### src/rtl/md_sequencer_if.sv
// EX-stage / multiply-divide core signal bundle for md_sequencer.
// The slave modport is the sequencer's view; master is the surrounding pipeline/core.
interface md_sequencer_if;
   logic        ex_valid;
   logic        ex_flush;
   logic [2:0]  md_op;
   logic [1:0]  md_rd;
   logic [31:0] op_a;
   logic [31:0] op_b;
   logic        core_done;
   logic [31:0] core_hi;
   logic [31:0] core_lo;
   logic        core_start;
   logic        core_isdiv;
   logic        core_sign;
   logic [31:0] core_a;
   logic [31:0] core_b;
   logic [31:0] hi;
   logic [31:0] lo;
   logic        ex_stall;
   logic        busy;
   logic        md_err;

   modport slave (
      input  ex_valid, ex_flush, md_op, md_rd, op_a, op_b,
             core_done, core_hi, core_lo,
      output core_start, core_isdiv, core_sign, core_a, core_b,
             hi, lo, ex_stall, busy, md_err
   );

   modport master (
      output ex_valid, ex_flush, md_op, md_rd, op_a, op_b,
             core_done, core_hi, core_lo,
      input  core_start, core_isdiv, core_sign, core_a, core_b,
             hi, lo, ex_stall, busy, md_err
   );
endinterface

### src/rtl/md_sequencer.sv
// Multiply/divide sequencer: launches the external MD core, owns HI/LO,
// stalls EX while the core is busy and aborts ops that exceed TIMEOUT cycles.
module md_sequencer #(
   parameter int unsigned TIMEOUT = 64,
   parameter int unsigned CNT_W   = 7
) (
   input logic clk,
   input logic rst,
   md_sequencer_if.slave bus
);

   typedef enum logic {IDLE, WAIT} state_t;

   state_t           state;
   logic [CNT_W-1:0] cnt;
   logic             req;

   always_comb begin
      req = bus.ex_valid && (((bus.md_op != 3'd0) && (bus.md_op != 3'd7)) || (bus.md_rd != 2'b00));
      bus.ex_stall = req && (state != IDLE) && !bus.ex_flush;
   end

   assign bus.busy = (state != IDLE);

   always_ff @(posedge clk or posedge rst) begin
      if (rst) begin
         state          <= IDLE;
         cnt            <= '0;
         bus.core_start <= 1'b0;
         bus.core_isdiv <= 1'b0;
         bus.core_sign  <= 1'b0;
         bus.core_a     <= '0;
         bus.core_b     <= '0;
         bus.hi         <= '0;
         bus.lo         <= '0;
         bus.md_err     <= 1'b0;
      end else begin
         bus.core_start <= 1'b0;
         case (state)
            IDLE: begin
               // core_done is deliberately not looked at here
               if (bus.ex_valid && !bus.ex_flush) begin
                  case (bus.md_op)
                     3'd1, 3'd2, 3'd3, 3'd4: begin
                        bus.core_a     <= bus.op_a;
                        bus.core_b     <= bus.op_b;
                        bus.core_isdiv <= (bus.md_op == 3'd3) || (bus.md_op == 3'd4);
                        bus.core_sign  <= (bus.md_op == 3'd1) || (bus.md_op == 3'd3);
                        bus.core_start <= 1'b1;
                        cnt            <= '0;
                        state          <= WAIT;
                     end
                     3'd5:    bus.hi <= bus.op_a;
                     3'd6:    bus.lo <= bus.op_a;
                     default: ;
                  endcase
               end
            end
            WAIT: begin
               cnt <= cnt + 1'b1;
               if (bus.core_done) begin
                  bus.hi <= bus.core_hi;
                  bus.lo <= bus.core_lo;
                  state  <= IDLE;
               end else if (cnt == CNT_W'(TIMEOUT - 1)) begin
                  bus.md_err <= 1'b1;
                  state      <= IDLE;
               end
            end
            default: state <= IDLE;
         endcase
      end
   end

endmodule
### src/flat_wrapper.sv
// flat-port wrapper written by rule: the top's interface ports become plain ports
module md_sequencer_flat 
#(
   parameter int unsigned TIMEOUT = 64,
   parameter int unsigned CNT_W   = 7
)
  (clk, rst, bus_ex_valid, bus_ex_flush, bus_md_op, bus_md_rd, bus_op_a, bus_op_b, bus_core_done, bus_core_hi, bus_core_lo, bus_core_start, bus_core_isdiv, bus_core_sign, bus_core_a, bus_core_b, bus_hi, bus_lo, bus_ex_stall, bus_busy, bus_md_err);
  md_sequencer_if bus_i ();
  input logic clk;
  input logic rst;
  input wire logic [$bits(bus_i.ex_valid)-1:0] bus_ex_valid;
  input wire logic [$bits(bus_i.ex_flush)-1:0] bus_ex_flush;
  input wire logic [$bits(bus_i.md_op)-1:0] bus_md_op;
  input wire logic [$bits(bus_i.md_rd)-1:0] bus_md_rd;
  input wire logic [$bits(bus_i.op_a)-1:0] bus_op_a;
  input wire logic [$bits(bus_i.op_b)-1:0] bus_op_b;
  input wire logic [$bits(bus_i.core_done)-1:0] bus_core_done;
  input wire logic [$bits(bus_i.core_hi)-1:0] bus_core_hi;
  input wire logic [$bits(bus_i.core_lo)-1:0] bus_core_lo;
  output wire logic [$bits(bus_i.core_start)-1:0] bus_core_start;
  output wire logic [$bits(bus_i.core_isdiv)-1:0] bus_core_isdiv;
  output wire logic [$bits(bus_i.core_sign)-1:0] bus_core_sign;
  output wire logic [$bits(bus_i.core_a)-1:0] bus_core_a;
  output wire logic [$bits(bus_i.core_b)-1:0] bus_core_b;
  output wire logic [$bits(bus_i.hi)-1:0] bus_hi;
  output wire logic [$bits(bus_i.lo)-1:0] bus_lo;
  output wire logic [$bits(bus_i.ex_stall)-1:0] bus_ex_stall;
  output wire logic [$bits(bus_i.busy)-1:0] bus_busy;
  output wire logic [$bits(bus_i.md_err)-1:0] bus_md_err;
  assign bus_i.ex_valid = bus_ex_valid;
  assign bus_i.ex_flush = bus_ex_flush;
  assign bus_i.md_op = bus_md_op;
  assign bus_i.md_rd = bus_md_rd;
  assign bus_i.op_a = bus_op_a;
  assign bus_i.op_b = bus_op_b;
  assign bus_i.core_done = bus_core_done;
  assign bus_i.core_hi = bus_core_hi;
  assign bus_i.core_lo = bus_core_lo;
  assign bus_core_start = bus_i.core_start;
  assign bus_core_isdiv = bus_i.core_isdiv;
  assign bus_core_sign = bus_i.core_sign;
  assign bus_core_a = bus_i.core_a;
  assign bus_core_b = bus_i.core_b;
  assign bus_hi = bus_i.hi;
  assign bus_lo = bus_i.lo;
  assign bus_ex_stall = bus_i.ex_stall;
  assign bus_busy = bus_i.busy;
  assign bus_md_err = bus_i.md_err;
  md_sequencer #(.TIMEOUT(TIMEOUT), .CNT_W(CNT_W)) u_core (.clk(clk), .rst(rst), .bus(bus_i));
endmodule
### config.mk
export PLATFORM = sky130hd
export DESIGN_NAME = md_sequencer_flat
export DESIGN_NICKNAME = d
export VERILOG_FILES = /design/src/rtl/md_sequencer_if.sv /design/src/rtl/md_sequencer.sv /design/src/flat_wrapper.sv
export SDC_FILE = /design/constraint.sdc
export NUM_CORES = 1
export LEC_CHECK = 0
export ABC_AREA = 1
export BUFFER_PORTS_ARGS = -buffer_cell sky130_fd_sc_hd__clkbuf_2
export CORE_MARGIN = 5
export CORE_UTILIZATION = 44
export CTS_CLUSTER_SIZE = 16
export DETAILED_ROUTE_END_ITERATION = 8
export PLACE_DENSITY = 0.77
export SETUP_SLACK_MARGIN = 0.02
export SKIP_CTS_REPAIR_TIMING = 1
export SLEW_MARGIN = 10
export SYNTH_ARGS = -nofsm -noshare
export SYNTH_HDL_FRONTEND = slang
export SYNTH_SLANG_ARGS = --single-unit
### constraint.sdc
create_clock -name clk -period 4 [get_ports clk]
set_input_delay 0.4 -clock clk [delete_from_list [all_inputs] [get_ports clk]]
set_output_delay 0.4 -clock clk [all_outputs]
set_load 0.005 [all_outputs]
==> results.yml, run 1 <==
drt:
  wl_per_cell_um: 16.54
  drt_iter0_drc: 420
  drt-total-wl_mm: 20.94
  vias_per_cell: 5.148
  routed-via-count: 6518
  drt.antenna.violating_nets: 0
  drc: 0
  detail_route.first_pass.iterations: 6
sta:
  fin_crit_ns: 2.550
  finalMaxSlewViolations: 0
  fmaxAchievable_mhz: 392.1
  final_hold_viol_count: 0
  timing_worst_slew_pin_value_ns: 0.8126
  setup_viol_count_final: 0
  clock-skew-final_ns: 0.007415
  finalSetupTns_ns: 0
  max-slew-margin-rel_pct: 45.82
  period_share_pct: 63.75
  rsz0062_at_grt: "false"
die:
  fp.dieW_um: 132.0
  initial_core_utilization_pct: 44.86
  io-pin-count: 272
  fp.dieH_um: 132.0
  fp-row-count: 44
  floorplan.core_area_um2: 14590
  die_area_um2: 17410
power:
  p_per_area_nw_per_um2: 593.8
  static-leakage-power_nw: 5.025
  worst_voltage_drop_across_the_vdd_grid_uv: 273.2
  total_power_w: 0.005086
setup_path:
  logic_depth_of_the_worst_path_buffers_included: 6
  critical_path_required_ns: 4.35
  timing.critical_path.slowest_stage_cell: "sky130_fd_sc_hd__nor2_4"
  worst-path-buf-inv: 2
  rr_worst_depth: 6
  timing_worst_setup_path_type: "flip-flop to flip-flop"
  crit_path_max_incr_delay_ns: 0.63
  worstPathCellList: "buf_4 -> nor2_1 -> nor2_4 -> buf_4 -> nand3_1 -> nand2_1"
  r2r_start: "u_core.bus.busy$_DFF_PP0_"
  worst_ep_arrival_ns: 2.90
  crit_path_end_kind: "flip-flop"
  critical_path.startpoint: "u_core.bus.busy$_DFF_PP0_"
  cp_top_family: "buffers and inverters"
  cp_max_fo: 71
  timing.critical_path.mode_cell: "sky130_fd_sc_hd__buf_4"
  timing.critical_path.from_type: "flip-flop"
cells_and_area:
  insertedDiodeCount: 0
  finish.instance_area_um2: 8564
  design.final.nets: 1208
  layout-drive-gt1-share_pct: 29.85
  flow.area_growth_from_synthesis_pct: 30.85
  fill_cells: 1333
run_status:
  outcome: "completed"
logic_synthesis:
  synth_warnings: 0
  synth-async-reset-ratio_pct: 100.0
  synthMuxAreaShare_pct: 0
  synthesized_area_fraction_occupied_by_ao_oa_aoi_and_oai_cells_pct: 0.6691
  synth_top_family_by_area: "simple AND/OR/NAND/NOR gates"
  synth.top_cells.by_count: "sky130_fd_sc_hd__nand2_1 (448), sky130_fd_sc_hd__dfrtp_1 (140), sky130_fd_sc_hd__nand3_1 (79), sky130_fd_sc_hd__nand4_1 (65), sky130_fd_sc_hd__buf_2 (31)"
  post_synth_fa_ha_maj_area_fraction_pct: 0.1912
  synth-xor-area-share_pct: 0.1338
  synth_fp_nets: 969
  most_common_cell_in_the_synthesized_netlist: "sky130_fd_sc_hd__nand2_1"
  synth_seq_cells: 140
  share_of_the_synthesized_area_in_the_top_cell_type_pct: 53.53
  postSynthAreaPerCell_um2: 7.886
  synth_cell_type_count: 23
  count_of_flip_flops_with_a_built_in_enable_after_synthesis: 0
  synthSimpleGateAreaFrac_pct: 39.63
  yosys-top-cells-area: "sky130_fd_sc_hd__dfrtp_1 (54%), sky130_fd_sc_hd__nand2_1 (26%), sky130_fd_sc_hd__nand4_1 (6.2%), sky130_fd_sc_hd__nand3_1 (6.0%), sky130_fd_sc_hd__buf_2 (2.4%)"
  netlist.top_cell.by_area: "sky130_fd_sc_hd__dfrtp_1"
  synth_ff_type: "sky130_fd_sc_hd__dfrtp_1"
  netlist_instances: 830
  synth_seq_area_share_pct: 53.53
  mappedNetlistArea_um2: 6545
min_path:
  hp-class: "primary input to asynchronous set/reset pin"
grt:
  first_global_vias: 6552
  grt_pass1_wl_mm: 33.67
  met2_usage_pct: 40.12
  grt_overflow: 0
  all_layer_gr_usage_pct: 23.82
  grt_max_degree: 141
  antenna_found_initial: 0
  grt.met1_usage_pct: 29.96
  met3_usage_pct: 6.527
  grt_most_used_layer: "met2"
clocking:
  clock_sinks: 140
  tritoncts: "yes"
  clock_latency_at_the_later_pin_of_the_worst_skew_pair_ns: 0.41
  ctsLongestPathBuffers: 2
  cts_root_buf: "sky130_fd_sc_hd__clkbuf_16"
  clkSlewWorstSetupHoldPaths_ns: 0.06
  cts_buffers: 17
  clock_tree.htree_level_count: 4
place:
  detailed_place.area_um2: 7880
  place.detailed.hpwl_mm: 14.46
  global_placer_s_final_weighted_congestion: 0.8716
  place.port_buffers: 271
run:
  max_cap_violations: 0
-- final timing paths --
| path | endpoint | slack, ns |
|---|---|---|
| worst max-delay path | u_core.bus.lo[23]$_DFFE_PP0P_ | 1.45 |
| max in group asynchronous | u_core.bus.core_a[15]$_DFFE_PP0P_ | 3.19 |
| worst max register to register | u_core.bus.lo[23]$_DFFE_PP0P_ | 1.45 |
| worst min register to register | u_core.bus.core_b[20]$_DFFE_PP0P_ | 0.47 |
| worst min-delay path | u_core.bus.core_b[25]$_DFFE_PP0P_ | 0.15 |
| min in group clk | u_core.bus.core_b[21]$_DFFE_PP0P_ | 0.22 |
-- layout make-up --
class	instances	area (um2)	area share [%]
inverter	13	55.05	0.6428
multi-input combinational	618	2661	31.07
timing repair buffer	279	1429	16.68
clock buffer	22	474.2	5.537
clock inverter	10	210.2	2.454
tap	184	230.2	2.688
sequential	140	3505	40.92
-- kinds of logic after synthesis --
kind of cell             count (synthesis)
adder cells (fa/ha/maj)                  1
XOR/XNOR                                 1
flip-flops                             140
buffers and inverters                   72
AO/OA/AOI/OAI                            7
AND/OR/NAND/NOR                        609
-- report_power, final --
group / switching, W / total, W / internal (W)
Combinational: 0.000695 / 0.00120 / 0.000506
Sequential: 0.000261 / 0.00207 / 0.00181
Clock: 0.000592 / 0.00181 / 0.00122
-- worst min-delay path, cell delays in order --
cell                         delay [ns]
sky130_fd_sc_hd__clkbuf_2          0.10
sky130_fd_sc_hd__clkinvlp_4        0.07
sky130_fd_sc_hd__buf_12            0.48
-- per-layer routing --
layer	vias up	part of all wire, %
met1	3040	42
met4	0	2.1
met2	295	48
met5	-	0
li1	3151	-
met3	32	8.2
-- registers in the layout, summed over array words and instances (netlist names) --
register,cells
u_core.cnt,7
u_core.bus.core_isdiv,1
u_core.bus.core_b,32
u_core.bus.busy,1
u_core.bus.core_a,32
u_core.bus.core_start,1
u_core.bus.md_err,1
u_core.bus.lo,32
u_core.bus.hi,32
u_core.bus.core_sign,1
-- stage by stage --
step	setup WS (ns)	utilization, %	cells	hold WS [ns]
5_1_grt	1.254	58.71	1266	0.2048
6_report	1.450	58.71	1266	0.1498
3_3_place_gp	1.457	54.01	1234	0.4489
3_5_place_dp	1.444	54.01	1234	0.4537
4_1_cts	1.438	58.71	1266	0.2029
2_1_floorplan	1.851	-	830	0.4569
-- cell usage in the layout (no fill, tap or decap), types with 2 or more instances in the layout --
master,synthesis,routed
sky130_fd_sc_hd__dfrtp_1,140,139
sky130_fd_sc_hd__nand4_1,65,65
sky130_fd_sc_hd__clkinv_4,0,2
sky130_fd_sc_hd__o21ai_2,2,2
sky130_fd_sc_hd__o21ai_0,2,2
sky130_fd_sc_hd__buf_4,5,7
sky130_fd_sc_hd__clkinvlp_4,0,2
sky130_fd_sc_hd__nor2_4,3,3
sky130_fd_sc_hd__clkbuf_8,0,3
sky130_fd_sc_hd__nand3_2,3,3
sky130_fd_sc_hd__inv_1,12,11
sky130_fd_sc_hd__clkbuf_1,15,2
sky130_fd_sc_hd__nor2_1,9,9
sky130_fd_sc_hd__nand2_1,448,447
sky130_fd_sc_hd__nand3_1,79,79
sky130_fd_sc_hd__clkbuf_2,0,271
sky130_fd_sc_hd__nand2_2,1,2
sky130_fd_sc_hd__clkbuf_16,0,17
sky130_fd_sc_hd__bufinv_16,0,6
No activity file was read; power rests on OpenSTA's default activity.
==> run 2, diff against run 1 <==
--- a/config.mk
+++ b/config.mk
@@ -8,10 +8,10 @@
 export ABC_AREA = 1
 export BUFFER_PORTS_ARGS = -buffer_cell sky130_fd_sc_hd__clkbuf_2
 export CORE_MARGIN = 5
-export CORE_UTILIZATION = 44
+export CORE_UTILIZATION = 45
 export CTS_CLUSTER_SIZE = 16
 export DETAILED_ROUTE_END_ITERATION = 8
-export PLACE_DENSITY = 0.77
+export PLACE_DENSITY = 0.76
 export SETUP_SLACK_MARGIN = 0.02
 export SKIP_CTS_REPAIR_TIMING = 1
 export SLEW_MARGIN = 10
==> constraint.sdc (replaced) <==
create_clock -name clk -period 2.46 [get_ports clk]
set_input_delay 0.246 -clock clk [delete_from_list [all_inputs] [get_ports clk]]
set_output_delay 0.246 -clock clk [all_outputs]
set_load 0.005 [all_outputs]
==> run 2 against run 1 <==
Compared with the run above: the flow now finishes with violations (negative hold slack); largest cell class unchanged; first-iteration DRC count rose by 6.9%; via count fell by 1.1%; hold slack got worse by 0.17 ns; routed wire length decreased by 1.8%; final cell count is 0.47% higher.
==> results.yml, run 2 (same netlist as run 1, synthesis figures left out) <==
setup_path:
  reg2reg_slack_ns: 0.69
  crit_path_max_incr_delay_ns: 0.58
  cp_max_fo: 70
  timing_worst_setup_path_type: "flip-flop to output pin"
  critical_path_required_ns: 2.21
  timing.critical_path.from_type: "flip-flop"
  crit_path_end_kind: "output pin"
  timing.critical_path.slowest_stage_cell: "sky130_fd_sc_hd__buf_4"
  worstPathCellList: "buf_4 -> nand2_1 -> a31oi_1 -> clkbuf_2"
  worst_ep_arrival_ns: 1.82
sta:
  clock-skew-final_ns: 0.005785
  rsz0062_at_grt: "false"
  finalSetupTns_ns: 0
  holdWs_ns: -0.02451
  fmaxAchievable_mhz: 483.6
  setup_viol_count_final: 0
  period_share_pct: 84.06
  timing_worst_slew_pin_value_ns: 0.8168
  finalMaxSlewViolations: 0
  max-slew-margin-rel_pct: 45.55
  final_hold_viol_count: 2
  fin_crit_ns: 2.068
drt:
  drt_iter0_drc: 449
  vias_per_cell: 5.068
  wl_per_cell_um: 16.17
  drt-total-wl_mm: 20.57
  drc: 0
  drt.antenna.violating_nets: 0
  routed-via-count: 6447
  detail_route.first_pass.iterations: 5
clocking:
  clkSlewWorstSetupHoldPaths_ns: 0.06
  clock_tree.htree_level_count: 4
  tritoncts: "yes"
  ctsLongestPathBuffers: 2
  cts_root_buf: "sky130_fd_sc_hd__clkbuf_16"
  clock_latency_at_the_later_pin_of_the_worst_skew_pair_ns: 0.42
  clock_sinks: 140
  cts_buffers: 17
power:
  p_per_area_nw_per_um2: 935.4
  static-leakage-power_nw: 5.044
  worst_voltage_drop_across_the_vdd_grid_uv: 522.7
place:
  global_placer_s_final_weighted_congestion: 0.8587
  detailed_place.area_um2: 7970
  place.port_buffers: 271
  place.detailed.hpwl_mm: 14.32
grt:
  antenna_found_initial: 0
  first_global_vias: 6200
  grt_pass1_wl_mm: 31.64
  grt_overflow: 0
  met2_usage_pct: 38.31
  met3_usage_pct: 6.748
  grt_max_degree: 141
  all_layer_gr_usage_pct: 23.91
  grt.met1_usage_pct: 30.71
  grt_most_used_layer: "met2"
min_path:
  hp-class: "primary input to asynchronous set/reset pin"
cells_and_area:
  design.final.nets: 1214
  insertedDiodeCount: 0
  flow.area_growth_from_synthesis_pct: 31.26
  finish.instance_area_um2: 8591
  final_common_cell: "sky130_fd_sc_hd__nand2_1"
  layout-drive-gt1-share_pct: 29.96
  final_cell_mix: "sky130_fd_sc_hd__nand2_1 (447), sky130_fd_sc_hd__clkbuf_2 (271), sky130_fd_sc_hd__dfrtp_1 (139), sky130_fd_sc_hd__nand3_1 (79), sky130_fd_sc_hd__nand4_1 (65)"
run_status:
  outcome: "finished, violations left"
  violated_checks: "negative hold slack"
die:
  io-pin-count: 272
  initial_core_utilization_pct: 45.38
  die_area_um2: 17060
  fp.dieH_um: 130.6
  fp.dieW_um: 130.6
  floorplan.core_area_um2: 14420
  fp-row-count: 44
run:
  max_cap_violations: 0
-- run 2: power by group --
part           switching, W  internal (W)  leakage, nW
combinational       0.00111      0.000845         2.98
sequential         0.000420       0.00294         1.76
clock              0.000946       0.00177        0.305
total               0.00247       0.00556         5.04
-- run 2: cell type report --
type                            instances  area, um2
Clock buffer                           25      485.5
Fill cell                            1344       5833
Tap cell                              184      230.2
Sequential cell                       140       3505
Timing Repair Buffer                  285       1511
Inverter                               13      55.05
Clock inverter                          7      135.1
Multi-Input combinational cell        618       2669
-- run 2: layer usage --
metal | vias up | share of wire [%]
li1 | 3167 | -
met1 | 2940 | 41
met2 | 300 | 47
met3 | 40 | 9.1
met4 | 0 | 2.5
met5 | - | 0
-- run 2: final timing paths --
| check | start | end | cells after the start |
|---|---|---|---|
| worst max register to register | u_core.bus.busy$_DFF_PP0_ | u_core.bus.lo[23]$_DFFE_PP0P_ | 7 |
| min in group clk | bus_op_b[28] | u_core.bus.core_b[28]$_DFFE_PP0P_ | 3 |
| worst min-delay path | rst | u_core.bus.core_a[28]$_DFFE_PP0P_ | 3 |
| max in group asynchronous | rst | u_core.bus.core_start$_DFF_PP0_ | 3 |
| worst max-delay path | u_core.bus.busy$_DFF_PP0_ | bus_ex_stall | 4 |
| worst min register to register | u_core.bus.core_a[13]$_DFFE_PP0P_ | u_core.bus.core_a[13]$_DFFE_PP0P_ | 2 |
-- run 2: critical path, delay by kind of cell (launching register included) --
family | cells | cell delay [ns]
buffers and inverters | 2 | 0.71
AO/OA/AOI/OAI | 1 | 0.16
flip-flops | 1 | 0.39
AND/OR/NAND/NOR | 1 | 0.12
-- run 2: through the flow --
step	instances	setup WS (ns)	power [W]	util [%]
floorplan	830	0.4649	0.004274	-
global placement	1240	0.6268	0.005328	55.26
detailed placement	1240	0.5813	0.005372	55.26
CTS	1272	0.3600	0.008118	59.56
global route	1272	0.2638	0.008515	59.56
finish	1272	0.3922	0.008036	59.56
